$ cat src/rtl/pe_cfg_pkg.sv
// Shared types and constants for the PE configuration scheduler.
// It holds the scheduler FSM states and the layout of a configure-port word.
package pe_cfg_pkg;

   localparam int CFG_W         = 33;
   localparam int DATA_W        = 32;
   localparam int CFG_VALID_BIT = 32;

   typedef enum logic [1:0] {
      ST_IDLE,
      ST_SEND,
      ST_GAP,
      ST_DONE
   } sched_state_e;

   // A configure-port word is the payload with the valid flag in the top bit.
   function automatic logic [CFG_W-1:0] make_cfg_word(input logic [DATA_W-1:0] data);
      return {1'b1, data};
   endfunction

endpackage

$ cat src/rtl/cfg_word_fifo.sv
// Synchronous word buffer with registered full/empty flags and a show-ahead read port.
// Pushes into a full buffer and pops from an empty buffer are ignored.
module cfg_word_fifo #(
   parameter int W     = 34,
   parameter int DEPTH = 8
) (
   input  logic         clk,
   input  logic         reset,
   input  logic         i_push,
   input  logic [W-1:0] i_push_data,
   input  logic         i_pop,
   output logic [W-1:0] o_pop_data,
   output logic         o_full,
   output logic         o_empty
);

   localparam int AW = (DEPTH > 1) ? $clog2(DEPTH) : 1;

   logic [W-1:0]  r_mem [DEPTH];
   logic [AW-1:0] r_wr_ptr;
   logic [AW-1:0] r_rd_ptr;
   logic [AW:0]   r_count;
   logic          r_full;
   logic          r_empty;

   logic          w_push;
   logic          w_pop;
   logic [AW:0]   w_count_nxt;

   assign w_push = i_push && !r_full;
   assign w_pop  = i_pop && !r_empty;

   always_comb begin
      w_count_nxt = r_count;
      case ({w_push, w_pop})
         2'b10:   w_count_nxt = r_count + (AW+1)'(1);
         2'b01:   w_count_nxt = r_count - (AW+1)'(1);
         default: w_count_nxt = r_count;
      endcase
   end

   always_ff @(posedge clk) begin
      if (reset) begin
         r_wr_ptr <= '0;
         r_rd_ptr <= '0;
         r_count  <= '0;
         r_full   <= 1'b0;
         r_empty  <= 1'b1;
      end else begin
         if (w_push) r_wr_ptr <= r_wr_ptr + AW'(1);
         if (w_pop)  r_rd_ptr <= r_rd_ptr + AW'(1);
         r_count <= w_count_nxt;
         r_full  <= (w_count_nxt == (AW+1)'(DEPTH));
         r_empty <= (w_count_nxt == '0);
      end
   end

   // NOTE: storage is deliberately not reset; the empty flag keeps stale entries unreadable.
   always_ff @(posedge clk) begin
      if (w_push) r_mem[r_wr_ptr] <= i_push_data;
   end

   assign o_pop_data = r_mem[r_rd_ptr];
   assign o_full     = r_full;
   assign o_empty    = r_empty;

endmodule

$ cat src/rtl/pe_cfg_sched.sv
// Buffers configuration words and streams them packet by packet onto per-PE configure ports,
// with idle gaps between packets and a done indication once a committed load has drained.
module pe_cfg_sched
   import pe_cfg_pkg::*;
#(
   parameter int NUM_PE = 2,
   parameter int DEPTH  = 8,
   parameter int GAP    = 1,
   localparam int PE_W  = (NUM_PE > 1) ? $clog2(NUM_PE) : 1
) (
   input  logic                    clk,
   input  logic                    reset,
   input  logic                    cfg_in_valid,
   output logic                    cfg_in_ready,
   input  logic [PE_W-1:0]         cfg_in_pe,
   input  logic [DATA_W-1:0]       cfg_in_data,
   input  logic                    cfg_in_last,
   input  logic                    cfg_commit,
   output logic [CFG_W*NUM_PE-1:0] pe_cfg_port,
   output logic                    busy,
   output logic                    done,
   output logic                    err
);

   typedef struct packed {
      logic [PE_W-1:0]   pe;
      logic [DATA_W-1:0] data;
      logic              last;
   } cfg_entry_t;

   localparam int          ENT_W    = $bits(cfg_entry_t);
   localparam logic [2:0]  GAP_LAST = 3'((GAP > 0) ? GAP - 1 : 0);

   sched_state_e                  r_state;
   logic [NUM_PE-1:0][CFG_W-1:0]  r_port;
   logic [2:0]                    r_gap_cnt;
   logic                          r_done;
   logic                          r_err;
   logic                          r_pending;

   logic       w_accept;
   logic       w_pe_ok;
   logic       w_push;
   logic       w_pop;
   logic       w_fifo_full;
   logic       w_fifo_empty;
   cfg_entry_t w_in_entry;
   cfg_entry_t w_head;

   assign w_accept   = cfg_in_valid && cfg_in_ready;
   assign w_pe_ok    = (32'(cfg_in_pe) < NUM_PE);
   assign w_push     = w_accept && w_pe_ok;
   assign w_pop      = ((r_state == ST_IDLE) || (r_state == ST_SEND)) && !w_fifo_empty;
   assign w_in_entry = '{pe: cfg_in_pe, data: cfg_in_data, last: cfg_in_last};

   cfg_word_fifo #(
      .W     (ENT_W),
      .DEPTH (DEPTH)
   ) u_fifo (
      .clk         (clk),
      .reset       (reset),
      .i_push      (w_push),
      .i_push_data (w_in_entry),
      .i_pop       (w_pop),
      .o_pop_data  (w_head),
      .o_full      (w_fifo_full),
      .o_empty     (w_fifo_empty)
   );

   always_ff @(posedge clk) begin
      if (reset) begin
         r_state   <= ST_IDLE;
         r_port    <= '0;
         r_gap_cnt <= '0;
         r_done    <= 1'b0;
         r_err     <= 1'b0;
         r_pending <= 1'b0;
      end else begin
         if (w_accept && !w_pe_ok) r_err <= 1'b1;

         // A commit marks the current load complete; any later word opens a new load.
         if (cfg_commit)    r_pending <= 1'b1;
         else if (w_accept) r_pending <= 1'b0;

         // NOTE: every slice defaults to zero each cycle so a word is valid for exactly one cycle.
         r_port <= '0;

         case (r_state)
            ST_IDLE, ST_SEND: begin
               if (!w_fifo_empty) begin
                  for (int k = 0; k < NUM_PE; k++) begin
                     if (PE_W'(k) == w_head.pe) r_port[k] <= make_cfg_word(w_head.data);
                  end
                  r_gap_cnt <= '0;
                  if (w_head.last) r_state <= (GAP > 0) ? ST_GAP : ST_IDLE;
                  else             r_state <= ST_SEND;
               end else if (r_state == ST_IDLE && r_pending && !w_accept) begin
                  r_state <= ST_DONE;
                  r_done  <= 1'b1;
               end
            end
            ST_GAP: begin
               if (r_gap_cnt == GAP_LAST) r_state   <= ST_IDLE;
               else                       r_gap_cnt <= r_gap_cnt + 3'd1;
            end
            ST_DONE: begin
               if (w_accept) begin
                  r_state <= ST_IDLE;
                  r_done  <= 1'b0;
               end
            end
            default: r_state <= ST_IDLE;
         endcase
      end
   end

   assign cfg_in_ready = !w_fifo_full;
   assign pe_cfg_port  = r_port;
   assign busy         = (r_state == ST_SEND) || (r_state == ST_GAP) || !w_fifo_empty;
   assign done         = r_done;
   assign err          = r_err;

endmodule

$ cat config.mk
export PLATFORM = sky130hd
export DESIGN_NAME = pe_cfg_sched
export DESIGN_NICKNAME = d
export VERILOG_FILES = /design/src/rtl/pe_cfg_pkg.sv /design/src/rtl/cfg_word_fifo.sv /design/src/rtl/pe_cfg_sched.sv
export SDC_FILE = /design/constraint.sdc
export NUM_CORES = 1
export LEC_CHECK = 0
export ABC_AREA = 1
export CELL_PAD_IN_SITES_DETAIL_PLACEMENT = 1
export CELL_PAD_IN_SITES_GLOBAL_PLACEMENT = 2
export CORE_ASPECT_RATIO = 1.25
export CORE_MARGIN = 2
export CORE_UTILIZATION = 25
export CTS_BUF_LIST = sky130_fd_sc_hd__clkbuf_2 sky130_fd_sc_hd__clkbuf_4 sky130_fd_sc_hd__clkbuf_8
export DETAILED_ROUTE_END_ITERATION = 16
export PLACE_DENSITY_LB_ADDON = 0.1
export SETUP_SLACK_MARGIN = 0.1
export SYNTH_ARGS = -nofsm -noshare
export SYNTH_HDL_FRONTEND = slang
export SYNTH_HIERARCHICAL = 1
export SYNTH_SLANG_ARGS = --single-unit
$ cat constraint.sdc
create_clock -name clk -period 3.1 [get_ports clk]
set_input_delay 0.93 -clock clk [delete_from_list [all_inputs] [get_ports clk]]
set_output_delay 0.93 -clock clk [all_outputs]
set_load 0.03 [all_outputs]
Yosys cells after proc, flatten, opt, wreduce, memory -nomap -nowiden
Memories as Yosys holds them, arrays and structs flattened. A register that Yosys moved wholly into a read port is not among the register bits.
Index checks and enable logic that the tools add are counted.

storage, ports and cells
  register bits after elaboration = 85
  bits in writable memories = 272
  output and inout bits = 70
  word-level logic and storage cells = 80
  memories kept = 1

operators by class
  add/sub/neg operators = 5
  eq/ne operators = 13
  muxes and demuxes = 21
  bitwise gates (word level) = 2
  reduce and logical (&&, ||, !) cells = 25

memories
  name          words  width  read ports  clocked after Yosys merged registers in  write ports  RTL line             RTL
  u_fifo.r_mem  8      34     1           1                                        1            cfg_word_fifo.sv:19  logic [W-1:0] r_mem [DEPTH];

operators with widths
  operator             number
  $mux 33              2
  $mux 3               4
  $mux 2               5
  $add 3x1->3 const B  3
  $ne 2x2->1 const B   4
  $pmux 4 s2           1
  $reduce_or 4->1      2
  $eq 2x2->1 const B   3
  $logic_and 1x1->1    6
  $mux 1               6
  $pmux 2 s3           1
  $pmux 3 s2           1
  $reduce_and 3->1     2
  $reduce_bool 2->1    3
  $add 4x1->4 const B  1
  $eq 2x1->1 const B   2
  $eq 4x4->1 const B   1
  $logic_not 4->1      1
  $ne 2x1->1 const B   2
  $reduce_and 4->1     1
  $sub 4x1->4 const B  1
  $logic_not 1->1      3
  $logic_not 3->1      1
  $logic_or 1x1->1     3
  other kinds (6)      7

Logic depth before layout (Yosys ltp)
  depth after elaboration = 7
  depth in mapped cells = 19
  depth with buffers taken out = 19

By module
The synthesis kept the hierarchy.

modules (own cells, without submodules)
  module         instances  cells each  area an instance (um^2)  sequential area each (um^2)
  cfg_word_fifo  1          879         11265.8                  8468.1
  pe_cfg_sched   1          259         2396.0                   1461.4

Least setup slack after synthesis
OpenSTA, ideal clock, no wires.

  kind = input port to flip-flop
  start = input cfg_in_valid
  end = memory u_fifo.r_mem[0][0] (enable)
  library setup time = 0.425 ns
  arrival time = 2.903 ns
  data required time = 2.675 ns
  slack = -0.228 ns
  stages on the path = 6
  buffers on the path = 0
  path through = nand2_1 inv_1 nand2_2 inv_1 nand2_1 nor2_1

between the ends
  word-level cells in the longest chain between the ends = 4

RTL lines
  what                          RTL line             RTL
  start, declared               pe_cfg_sched.sv:13   input logic cfg_in_valid,
  $logic_and 1x1->1             pe_cfg_sched.sv:50   assign w_accept = cfg_in_valid && cfg_in_ready;
  via w_accept                  pe_cfg_sched.sv:41   logic w_accept;
  $logic_and 1x1->1             cfg_word_fifo.sv:30  assign w_push = i_push && !r_full;
  $mux 1                        cfg_word_fifo.sv:60  if (w_push) r_mem[r_wr_ptr] <= i_push_data;
  $mux 1 (not written as such)  cfg_word_fifo.sv:60
  end, declared                 cfg_word_fifo.sv:19

The timed path passes the listed nets, and every way through them passes these cells.

Final worst setup path
  start = register r_state[0]
  end = output busy

between the ends
  word-level cells in the longest chain between the ends = 3
  elaborated cells on any way between the ends = 4
  those cells by class = eq/ne (2); reduce/logical (2)

RTL lines
  what                                             RTL line             RTL
  start, declared                                  pe_cfg_sched.sv:34   sched_state_e r_state;
  start signal, assigned                           pe_cfg_sched.sv:95   if (w_head.last) r_state <= (GAP > 0) ? ST_GAP : ST_IDLE;
  $eq 2x1->1 / $eq 2x2->1 (equally long branches)  pe_cfg_sched.sv:119  assign busy = (r_state == ST_SEND) || (r_state == ST_GAP) || !w_fifo_empty;
  $logic_or 1x1->1 (*) (2 in a row)                pe_cfg_sched.sv:119
  end, declared                                    pe_cfg_sched.sv:20   output logic busy,

Mark *: on every way between the ends. The rest lies on a longest branch, timed or not.

==> impl_metrics.yaml <==
logic_synthesis:
  netlist_instances: 1138
  synth-edff-count: 272
  yosysTopAreaCellShare_pct: 59.8
  synthTopCellsByArea: "edfxtp_1 (60%), dfxtp_1 (13%), nor2_1 (8.2%), o21ai_0 (3.8%), inv_1 (2.0%)"
  async_flop_share_pct: 0
  yosysWarnings: 6
  netlist_area_um2: 13700
  ys_ff_latch: 360
  synth_nets: 1186
  yosysMostFrequentCell: "nor2_1"
  synthDistinctLibCells: 30
  yosys.area.top_type: "edfxtp_1"
  synth.avg_cell_area_um2: 12.0
  yosysSeqAreaShare_pct: 72.7
  synthTopCellsByCount: "nor2_1 (299), edfxtp_1 (272), o21ai_0 (103), dfxtp_1 (88), inv_1 (72)"
  synth_flop_cell: "edfxtp_1"
die:
  die_h_um: 265
  die-area_um2: 56500
  core_area_um2: 53800
  die_w_um: 213
  start_util_pct: 25.4
  io_pins: 108
  rows: 95
power_and_ir_drop:
  p_sw_share_pct: 35.2
  intPower_mw: 10.1
  power_frac_seq_pct: 39.4
  peakVddDrop_v: 0.000325
  clock_power_share_pct: 29.1
  p_comb_share_pct: 31.5
  switching_power_mw: 5.47
  p_leak_nw: 6.12
  power_density_nw_per_um2: 906
critical_path:
  slowest_stage: "dfxtp_2"
  cp_top_family: "flip-flops"
  crit_buf_inv: 2
  crit_type: "reg2out"
  slowest_delay_ns: 0.37
  required_ns: 2.17
  setup.worst_path.end_class: "primary output"
  start_kind: "flop"
  worstPathMaxFanout: 5
  cp_cell_sequence: "inv_1, ha_1, or2_2, clkdlybuf4s15_2"
  critPathArrivalTime_ns: 1.94
detailed_routing:
  viasPerCell: 4.26
  num_vias: 8802
  route.detailed.drc: 0
  wirelength_um: 36900
  ant_nets: 0
  first_pass_iters: 4
  drt_first_iter_violations: 330
  wl_per_cell_um: 17.8
run_status:
  status: "finished, final reports clean"
timing:
  slew_headroom_pct: 55.1
  fmax_mhz: 349
  finalCritPeriodShare_pct: 92.4
  finalMaxSlewViolations: 0
  worstMarginPinSlew_ns: 0.674
  final-hold-violation-count: 0
  min_period_ns: 2.87
  final.setup_skew_ns: 0.0274
  setup_viol: 0
  rsz0062_at_grt: "no"
  holdWs_ns: 0.480
global_route:
  grt_usage_pct: 13.4
  first_global_vias: 9538
  antenna_found_initial: 1
  grt_start_max_net_pins: 64
  grt_first_pass_wirelength_um: 56800
  grt_overflow_total: 0
cts:
  root_buffer: "clkbuf_8"
  clock_path_buffers: 3
  post_cts_buffers: 0
  worstSkewPairLatency_ns: 0.65
  cts_tree: "built"
  htree_num_levels: 2
  cts_buffers: 61
  path_clk_slew_ns: 0.06
  clkSinkCount: 360
job:
  maxCapViolations: 0
place:
  gp_congestion: 0.695
  hpwl_um: 22300
  io_buffer_count: 106
cells_and_area:
  nets: 1335
  fin_util_pct: 31.9
  drive_above_1_share_pct: 15.3
  syn2layout_area_growth_pct: 25.6
worst_hold_path:
  hp-class: "reg2reg"
==> tightest hold or removal path: cells and delay by family (launching register included) <==
family | cells | cell delay, ns
AO/OA/AOI/OAI | 1 | 0.06
buffers and inverters | 1 | 0.07
flip-flops | 1 | 0.31
==> cell families (layout without fill, tap and decap cells) <==
kind of cell,after synthesis,count (layout),share of synthesized area (%)
AOI/OAI and AO/OA,228,228,8.98
buffers and inverters,132,334,4.69
adders and majority gates,10,10,0.916
xor gates and xnor gates,2,2,0.128
DFF,360,360,72.7
and+or+nand+nor,405,405,12.6
other,1,2,0.0274
==> registers in the layout (all words and copies together) (netlist names), 2 cells and up, named ones only <==
signal           flops
pe_cfg_port         66
r_gap_cnt            3
r_state              2
u_fifo/r_count       4
u_fifo/r_mem       272
u_fifo/r_rd_ptr      3
u_fifo/r_wr_ptr      3
==> power groups by stage <==
stage	Sequential [mW]	Clock, mW	Combinational (mW)
floorplan	6.54	0	2.87
global placement	6.22	0	5.06
detailed placement	6.24	0	5.08
CTS	6.14	4.77	5.09
global route	6.19	4.94	5.52
finish	6.12	4.52	4.89
==> layer usage <==
| layer | track usage, % | vias to the layer above | part of all wire [%] |
|---|---|---|---|
| met3 | 2.86 | 56 | 3.5 |
| met4 | 3.97 | 0 | 2.2 |
| met5 | 0 | - | 0 |
| li1 | - | 4235 | - |
| met2 | 24.1 | 117 | 52 |
| met1 | 15.7 | 4394 | 43 |
==> final timing paths <==
kind,start,end,slack (ns),cells after the start
max,r_state[0],busy,0.23,4
min,u_fifo/r_rd_ptr[2],u_fifo/r_rd_ptr[2],0.48,2
max reg2reg,r_state[1],u_fifo/o_empty,0.55,16
min reg2reg,u_fifo/r_rd_ptr[2],u_fifo/r_rd_ptr[2],0.48,2
==> area by class of cell <==
class                           instances  area (um^2)
Inverter                               75          284
Clock buffer                           86         1060
Sequential cell                       360         9940
Clock inverter                         30          248
Multi-Input combinational cell        646         3150
Fill cell                            5891        36700
Tap cell                              727          910
Antenna cell                            1         2.50
Timing Repair Buffer                  143         1570
==> repair_timing <==
action / CTS / global route
resized for setup: 5 / 0
hold buffers: 0 / 0
endpoints found under the setup margin: 1 / 0
hold endpoints to repair: 0 / 0
==> through the flow <==
step	instance area (um^2)	TNS (ns)	cells	total power [mW]	worst slack, ns
4_1_cts	17200	0	2067	16.0	0.140
3_5_place_dp	15800	0	1951	11.3	0.0475
3_3_place_gp	15800	0	1951	11.3	0.0104
5_1_grt	17200	0	2068	16.7	0.105
6_report	17200	0	2068	15.5	0.235
2_1_floorplan	13700	-31.01	1138	9.41	-0.228
==> layout by cell type (no fill, tap or decap), types with 12 or more instances in the layout <==
cell               n
nor2_1           291
edfxtp_1         272
clkdlybuf4s50_1  105
o21ai_0          103
dfxtp_1           84
inv_1             72
clkbuf_8          66
nand2_1           48
o21ai_1           39
o22ai_1           34
a31oi_1           34
nor2_2            30
clkbuf_4          20
buf_4             19
a21oi_1           18
buf_12            18
clkinv_2          13
nand3_1           12
Power figures use the tool's default switching activity.
